File: src/rtl/neuron_mac_seq.sv
// -----------------------------------------------------------------------------
// neuron_mac_seq
// Sequential weighted-sum stage feeding the sigmoid block. It accepts one
// operand set (binary inputs, signed weights, signed bias) and adds one
// gated weight per clock. It then adds the bias and saturates the total to
// OUT_WIDTH. The result is held on h behind a valid/ready handshake.
//
// Ports
//   clk        in   system clock, rising edge
//   rst        in   asynchronous active-high reset
//   in_valid   in   operand set present on x / w_flat / bias
//   in_ready   out  block can accept an operand set (IDLE only)
//   x          in   [N_INPUTS]           binary inputs, x[i] gates weight i
//   w_flat     in   [N_INPUTS*W_WIDTH]   signed weights, lane i at i*W_WIDTH
//   bias       in   [W_WIDTH]            signed bias
//   out_valid  out  h holds a finished result (DONE only)
//   out_ready  in   consumer takes h
//   h          out  [OUT_WIDTH]          signed saturated weighted sum + bias
//   busy       out  high while accumulating or adding the bias
// -----------------------------------------------------------------------------
module neuron_mac_seq #(
    parameter int N_INPUTS  = 4,
    parameter int W_WIDTH   = 8,
    parameter int OUT_WIDTH = 16
) (
    input  logic                          clk,
    input  logic                          rst,
    input  logic                          in_valid,
    output logic                          in_ready,
    input  logic [N_INPUTS-1:0]           x,
    input  logic [N_INPUTS*W_WIDTH-1:0]   w_flat,
    input  logic [W_WIDTH-1:0]            bias,
    output logic                          out_valid,
    input  logic                          out_ready,
    output logic [OUT_WIDTH-1:0]          h,
    output logic                          busy
);

    // The accumulator has two guard bits beyond the worst-case sum of N
    // weights, so adding one weight per cycle can never wrap.
    localparam int ACC_W = W_WIDTH + $clog2(N_INPUTS) + 2;
    // The bias addition and clamp use a width that holds both the
    // accumulator and the output range, plus one bit so that the compare
    // against the clamp limits is exact.
    localparam int SUM_W = ((ACC_W > OUT_WIDTH) ? ACC_W : OUT_WIDTH) + 1;
    localparam int IDX_W = (N_INPUTS > 1) ? $clog2(N_INPUTS) : 1;
    localparam logic [IDX_W-1:0] IDX_LAST = IDX_W'(N_INPUTS - 1);

    localparam logic signed [SUM_W-1:0] SAT_MAX =
        {{(SUM_W-OUT_WIDTH+1){1'b0}}, {(OUT_WIDTH-1){1'b1}}};
    localparam logic signed [SUM_W-1:0] SAT_MIN =
        {{(SUM_W-OUT_WIDTH+1){1'b1}}, {(OUT_WIDTH-1){1'b0}}};

    typedef enum logic [1:0] {
        IDLE = 2'd0,
        ACC  = 2'd1,
        BIAS = 2'd2,
        DONE = 2'd3
    } state_t;

    state_t                        state_reg, state_next;
    logic signed [ACC_W-1:0]       acc_reg;
    logic [IDX_W-1:0]              idx_reg;
    logic [OUT_WIDTH-1:0]          h_reg;

    // Operand copies are taken only at the accept edge. They need no reset
    // because nothing reads them until a new set has been captured.
    logic [N_INPUTS-1:0]           x_reg;
    logic [N_INPUTS*W_WIDTH-1:0]   w_reg;
    logic [W_WIDTH-1:0]            bias_reg;

    logic signed [ACC_W-1:0]       w_ext [N_INPUTS];
    logic signed [ACC_W-1:0]       term;
    logic signed [SUM_W-1:0]       sum;
    logic [OUT_WIDTH-1:0]          h_sat;

    // Sign-extend each captured weight lane to the accumulator width.
    genvar gi;
    generate
        for (gi = 0; gi < N_INPUTS; gi++) begin : g_lane
            assign w_ext[gi] = {{(ACC_W-W_WIDTH){w_reg[gi*W_WIDTH+W_WIDTH-1]}},
                                w_reg[gi*W_WIDTH +: W_WIDTH]};
        end
    endgenerate

    // Select the weight for the current index. It contributes only when the
    // matching input bit is set.
    always_comb begin
        term = '0;
        for (int i = 0; i < N_INPUTS; i++) begin
            if (idx_reg == IDX_W'(i) && x_reg[i]) begin
                term = w_ext[i];
            end
        end
    end

    always_comb begin
        sum = {{(SUM_W-ACC_W){acc_reg[ACC_W-1]}}, acc_reg}
            + {{(SUM_W-W_WIDTH){bias_reg[W_WIDTH-1]}}, bias_reg};
        if (sum > SAT_MAX) begin
            h_sat = SAT_MAX[OUT_WIDTH-1:0];
        end else if (sum < SAT_MIN) begin
            h_sat = SAT_MIN[OUT_WIDTH-1:0];
        end else begin
            h_sat = sum[OUT_WIDTH-1:0];
        end
    end

    always_comb begin
        state_next = state_reg;
        in_ready   = 1'b0;
        out_valid  = 1'b0;
        busy       = 1'b0;
        case (state_reg)
            IDLE: begin
                in_ready = 1'b1;
                if (in_valid) state_next = ACC;
            end
            ACC: begin
                busy = 1'b1;
                if (idx_reg == IDX_LAST) state_next = BIAS;
            end
            BIAS: begin
                busy       = 1'b1;
                state_next = DONE;
            end
            DONE: begin
                out_valid = 1'b1;
                if (out_ready) state_next = IDLE;
            end
            default: state_next = IDLE;
        endcase
    end

    always_ff @(posedge clk or posedge rst) begin
        if (rst) begin
            state_reg <= IDLE;
            acc_reg   <= '0;
            idx_reg   <= '0;
            h_reg     <= '0;
        end else begin
            state_reg <= state_next;
            case (state_reg)
                IDLE: begin
                    if (in_valid) begin
                        acc_reg <= '0;
                        idx_reg <= '0;
                    end
                end
                ACC: begin
                    acc_reg <= acc_reg + term;
                    idx_reg <= idx_reg + IDX_W'(1);
                end
                // h changes only here, so it holds its last value until the
                // next result is ready.
                BIAS:    h_reg <= h_sat;
                default: ;
            endcase
        end
    end

    always_ff @(posedge clk) begin
        if (in_ready && in_valid) begin
            x_reg    <= x;
            w_reg    <= w_flat;
            bias_reg <= bias;
        end
    end

    assign h = h_reg;

endmodule

File: config.mk
export PLATFORM = sky130hd
export DESIGN_NAME = neuron_mac_seq
export DESIGN_NICKNAME = d
export VERILOG_FILES = /design/src/rtl/neuron_mac_seq.sv
export SDC_FILE = /design/constraint.sdc
export NUM_CORES = 1
export LEC_CHECK = 0
export CORE_ASPECT_RATIO = 1.25
export CORE_MARGIN = 1
export CORE_UTILIZATION = 53
export CTS_CLUSTER_SIZE = 40
export DETAILED_ROUTE_END_ITERATION = 6
export GPL_ROUTABILITY_DRIVEN = 0
export PLACE_DENSITY = 0.77
export SYNTH_ARGS = -nofsm -noshare
export SYNTH_HDL_FRONTEND = slang
export SYNTH_SLANG_ARGS = --single-unit
export TNS_END_PERCENT = 5
File: constraint.sdc
create_clock -name clk -period 3.5 [get_ports clk]
set_input_delay 0.875 -clock clk [delete_from_list [all_inputs] [get_ports clk]]
set_output_delay 0.875 -clock clk [all_outputs]
set_load 0.03 [all_outputs]
==> Word level (Yosys, flattened, before mapping) <==
Cells that the tools add are included.
{ "word_totals": {"output_inout_bits": 19, "ff_bits": 76, "elab_cells": 49, "inputBits": 48} }
{ "classes": {"eq_ne": 9, "n_addsub": 3, "n_lt_le_gt_ge": 2, "reduce_logical": 11, "muxes": 17} }
{ "op_table": {"columns": ["operator", "n"], "rows": [
  ["two-way mux 12 bit", 5],
  ["two-way mux 16 bit", 2],
  ["one-hot mux 12 bit (2 select lines)", 1],
  ["> comparator 13 x 16 -> 1 bit (second input constant)", 1],
  ["< comparator 13 x 16 -> 1 bit (second input constant)", 1],
  ["adder 12 x 8 -> 13 bit", 1],
  ["adder 12 bit", 1],
  ["== test 2 bit (second input constant)", 4],
  ["two-way mux 2 bit", 4],
  ["one-hot mux 2 bit (4 select lines)", 1],
  ["!= test 2 bit (second input constant)", 3],
  ["logical AND 1 bit", 5],
  ["== test 2 x 1 -> 1 bit (second input constant)", 2],
  ["zero test 2 bit", 2],
  ["one-hot mux 2 bit (2 select lines)", 1],
  ["two-way mux 1 bit", 3],
  ["AND reduction 3 bit", 1],
  ["adder 2 x 1 -> 2 bit (second input constant)", 1],
  ["AND reduction 2 bit", 1],
  ["nonzero test 2 bit", 1],
  ["OR reduction 2 bit", 1]
]} }

==> Depth between registers and ports, before layout <==
Gate-level depths: netlist of the first run.
{ "depth": {"word_depth": 8, "ltp_mapped": 17, "ltp_nobuf": 16} }

==> Worst setup path after synthesis of the first run <==
No wires, ideal clock.
{ "synth_path": {"path_kind": "flip-flop to flip-flop", "startpoint": "reg idx_reg[0]", "endpoint": "reg acc_reg[10]", "synth_period_minus_slack_ns": 3.247, "required_time_ns": 3.430, "slack_ns": 0.253, "setup_time_ns": 0.070, "arrival_ns": 3.177, "path_buffers": 1, "path_stages_with_launch": 17, "cell_sequence": "dfrtp_1 -> ha_1 -> and2_4 -> buf_6 -> nor2_1 -> a221o_2 -> o21ai_0 -> o21ai_0 -> ha_1 -> inv_1 -> fa_1 -> nor2b_1 -> o21ai_0 -> a21oi_1 -> o311ai_1 -> a2111oi_0 -> nand3b_1"} }
{ "synth_between": {"elab_chain_len": 8, "word_cells_on_any_way": 14, "cone_classes": "add/sub (1); eq/ne (3); mux (5); reduce/logical (5)"} }
{ "synth_rtl": {"columns": ["item", "line_no", "source"], "rows": [
  ["start: declaration", "63", "logic [IDX_W-1:0] idx_reg;"],
  ["start signal: assignment", "152", "idx_reg <= idx_reg + IDX_W'(1);"],
  ["zero test 2 bit", "91", "if (idx_reg == IDX_W'(i) && x_reg[i]) begin"],
  ["logical AND 1 bit", "91", null],
  ["two-way mux 12 bit (3 in series)", "91", null],
  ["two-way mux 12 bit (*)", "91", null],
  ["adder 12 bit (*)", "151", "acc_reg <= acc_reg + term;"],
  ["one-hot mux 12 bit (2 select lines) (*)", "143", "case (state_reg)"],
  ["end signal: assignment", "151", null],
  ["end: declaration", "62", "logic signed [ACC_W-1:0] acc_reg;"]
]} }
Mark *: on every way between the ends. The rest lies on a longest branch, timed or not.
A chain may end at the register's enable or synchronous reset.

==> Worst setup path in the final report of the first run <==
{ "layout_path": {"startpoint": "reg idx_reg[1]", "endpoint": "reg acc_reg[11]"} }
The elaborated chain is that of the path after synthesis.

==> run_results.csv, run 1 <==
group,metric,value,unit
synthesis,ys_ff_latch,74,
hold_path,hold_end,"h[10]",
clock_tree,cts_max_path_buffers,2,
detailed_routing,drtIter0Drc,66,
detailed_routing,vias,2792,
final_layout,final_core_util,0.702,
final_layout,largest_register_ffs,32,
die,fp.dieArea,7610,um2
hold_path,hp-start,"h[10]",
power,total_power,3.99,mW
synthesis,synth_edf_count,44,
critical_path,crit_path_top_delay_cell,"dfrtp_1",
detailed_routing,finalWirelength,7400,um
critical_path,slowest_delay,420,ps
final_layout,ff_latch_area,2070,um2
critical_path,r2r-end,"acc_reg[11]",
critical_path,rr_worst_depth,15,
clock_tree,h-tree-depth,3,
hold_path,hold_path_depth,1,
final_layout,design_area,4890,um2
timing,relSlewSlack,0.498,
timing,hold_ws,511,ps
detailed_routing,drc,0,
synthesis,netlist_instances,326,
timing,tightestPinTransition,754,ps
power,power_density,815,nW/um2
grt,grt_pass1_vias,2850,
critical_path,critPathMaxFanout,8,
final_layout,nNetsFinal,484,
die,io_pins,67,
synthesis,ys_seq_area_frac,0.538,
timing,finalHoldViolCount,0,
timing,period_share,0.942,
clock_tree,cts_buffers,9,
timing,setup_violations,0,
die,die-height,97.3,um
final_layout,final_cell_mix,"clkdlybuf4s50_1 (66), edfxtp_1 (44), nand2_1 (32)",
job,maxCapViolations,0,
place,postPlaceCellArea,4610,um2
synthesis,syn_nets,407,
synthesis,yosysUniqueCellTypes,54,
final_layout,layout-drive-gt1-share,0.143,
synthesis,synth_ff_type,"edfxtp_1",
critical_path,crit_family,"compound AO/OA/AOI/OAI gates",
outcome,outcome,"completed",
synthesis,syn_area,3850,um2
grt,antenna_found_initial,0,
final_layout,area_growth_syn_to_layout,27.2,%
synthesis,synth.avg_cell_area,11.8,um2
final_layout,final_common_cell,"clkdlybuf4s50_1",
clock_tree,root_buffer,"clkbuf_8",
critical_path,r2r_start,"idx_reg[1]",
grt,grt_max_degree,36,
place,dp.cells,476,
critical_path,crit_path_frequent_cell,"ha_1",
grt,grtUsageTotal,0.210,
critical_path,rrSetupSlack,200,ps
grt,grt_pass1_wl,12400,um
final_layout,diodes,0,
detailed_routing,antenna_left,0,
place,dp_hpwl,5630,um
critical_path,cp-end-kind,"flop",
power,irDropWorstVdd,0.433,mV
timing,fmax,303,MHz
clock_tree,cts.clk_slew.worst_paths,80,ps
synthesis,yosysWarnings,0,
grt,overflow,0,
timing,final_max_slew_viol_count,0,
die,core-area,6980,um2
critical_path,critPathLaunchType,"flop",
clock_tree,cts_tree,"yes",
critical_path,arrival,3570,ps
detailed_routing,avgViaCountPerCell,5.62,
clock_tree,clk_latency,340,ps
detailed_routing,firstDrtPassIters,4,
place,io_buffers,66,
detailed_routing,wire_per_inst,14.9,um
synthesis,async_reset_ff_frac,0.405,
power,leakage,1.97,nW
final_layout,multi_input_area,1700,um2
critical_path,crit_type,"reg -> reg",
critical_path,worst_ep_required_time,3770,ps
die,start_util,0.552,
timing,clock_skew,8.86,ps
die,die_w,78.2,um
clock_tree,cts_sinks,74,
timing,min_period,3300,ps
critical_path,path_buf_inv,3,
final_layout,nFillCells,541,
hold_path,hold_class,"reg -> reg",
die,rows,34,
critical_path,cp_cell_sequence,"inv_2 -> ha_1 -> and2_4 -> buf_4 -> a221o_2 -> o21ai_0 -> o21ai_1 -> ha_1 -> buf_6 -> a21oi_1 -> nand2_1 -> a31oi_2 -> or3_4 -> a2111o_1 -> nand3_1",
final_layout,fin_cells,497,
-- power breakdown --
part	switching (mW)	total (mW)	internal, mW
Combinational	1.11	2.00	0.899
Clock	0.312	0.640	0.328
Sequential	0.140	1.34	1.20
Total	1.56	3.99	2.43
-- synth_stat cells, types with 2 or more instances --
library cell | number | share of area
buf_4 | 2 | 0.0039
o21ai_1 | 6 | 0.0078
a21o_1 | 5 | 0.0098
xor2_1 | 5 | 0.011
clkbuf_1 | 6 | 0.0059
o211ai_1 | 2 | 0.0039
a211oi_1 | 5 | 0.0098
or2_2 | 3 | 0.0049
nor2b_1 | 2 | 0.0033
a221o_2 | 7 | 0.020
and2_1 | 5 | 0.0081
a22o_1 | 3 | 0.0068
nor3_1 | 5 | 0.0065
a2111oi_0 | 2 | 0.0046
o21ai_0 | 32 | 0.042
edfxtp_1 | 44 | 0.34
nor2_1 | 12 | 0.012
o21bai_1 | 2 | 0.0039
nand2_1 | 32 | 0.031
xnor2_1 | 9 | 0.020
o22ai_1 | 2 | 0.0033
o21a_1 | 2 | 0.0039
nand3_1 | 4 | 0.0052
mux2_2 | 8 | 0.023
a31oi_1 | 2 | 0.0033
ha_1 | 31 | 0.10
dfrtp_1 | 30 | 0.20
inv_1 | 19 | 0.019
fa_1 | 2 | 0.010
a21oi_1 | 13 | 0.017
-- final cells by class --
cell class,instances,area share
Multi-Input combinational cell,223,0.346
Tap cell,90,0.0230
Timing Repair Buffer,76,0.154
Inverter,19,0.0146
Clock buffer,9,0.0253
Clock inverter,6,0.0138
Sequential cell,74,0.423
-- logic make-up after synthesis --
group	after synthesis	synth area share
AOI/OAI and AO/OA	96	0.174
DFF	74	0.538
and+or+nand+nor	71	0.0858
adders and majority gates	33	0.111
buffers and inverters	29	0.0325
xor gates and xnor gates	14	0.0319
muxes	9	0.0260
-- worst max path at each step --
stage	to	from	depth (start not counted)	slack [ps]
4_1_cts	acc_reg[10]	idx_reg[1]	16	40
3_5_place_dp	acc_reg[10]	idx_reg[1]	16	-80
5_1_grt	acc_reg[11]	idx_reg[1]	15	-10
2_1_floorplan	acc_reg[10]	idx_reg[0]	16	250
3_3_place_gp	acc_reg[10]	idx_reg[1]	16	120
6_report	acc_reg[11]	idx_reg[1]	15	200
-- per-stage QoR --
step / setup WS [ps] / TNS (ps)
detailed placement: -82.3 / -83.5
CTS: 39.5 / 0
floorplan: 253 / 0
global placement: 118 / 0
global route: -14.0 / -14.0
finish: 204 / 0
-- what timing repair did --
action	4_1_cts	5_1_grt
setup buffers	0	6
hold buffers	0	0
endpoints found under the setup margin	2	4
gates resized for setup	1	13
pin swaps	0	6
-- routing by layer --
metal  vias to the layer above  wire (um)  GRT usage
met5                         -          0          0
met4                         0        133     0.0940
met3                        17        280     0.0423
met2                        85       3920      0.374
met1                      1331       3070      0.238
li1                       1359          -          -
Power figures use the tool's default switching activity.
==> run 2, diff against run 1 <==
--- a/config.mk
+++ b/config.mk
@@ -5,6 +5,7 @@
 export SDC_FILE = /design/constraint.sdc
 export NUM_CORES = 1
 export LEC_CHECK = 0
+export CAP_MARGIN = 5
 export CORE_ASPECT_RATIO = 1.25
 export CORE_MARGIN = 1
 export CORE_UTILIZATION = 53
==> results of run 2 <==
No change in the layout: final DEF, timing and power equal those of run 1.
==> run 3, diff against run 2 <==
--- a/config.mk
+++ b/config.mk
@@ -12,6 +12,7 @@
 export CTS_CLUSTER_SIZE = 40
 export DETAILED_ROUTE_END_ITERATION = 6
 export GPL_ROUTABILITY_DRIVEN = 0
+export GPL_TIMING_DRIVEN = 1
 export PLACE_DENSITY = 0.77
 export SYNTH_ARGS = -nofsm -noshare
 export SYNTH_HDL_FRONTEND = slang
==> results of run 3 <==
No change in the layout: final DEF, timing and power equal those of run 1.
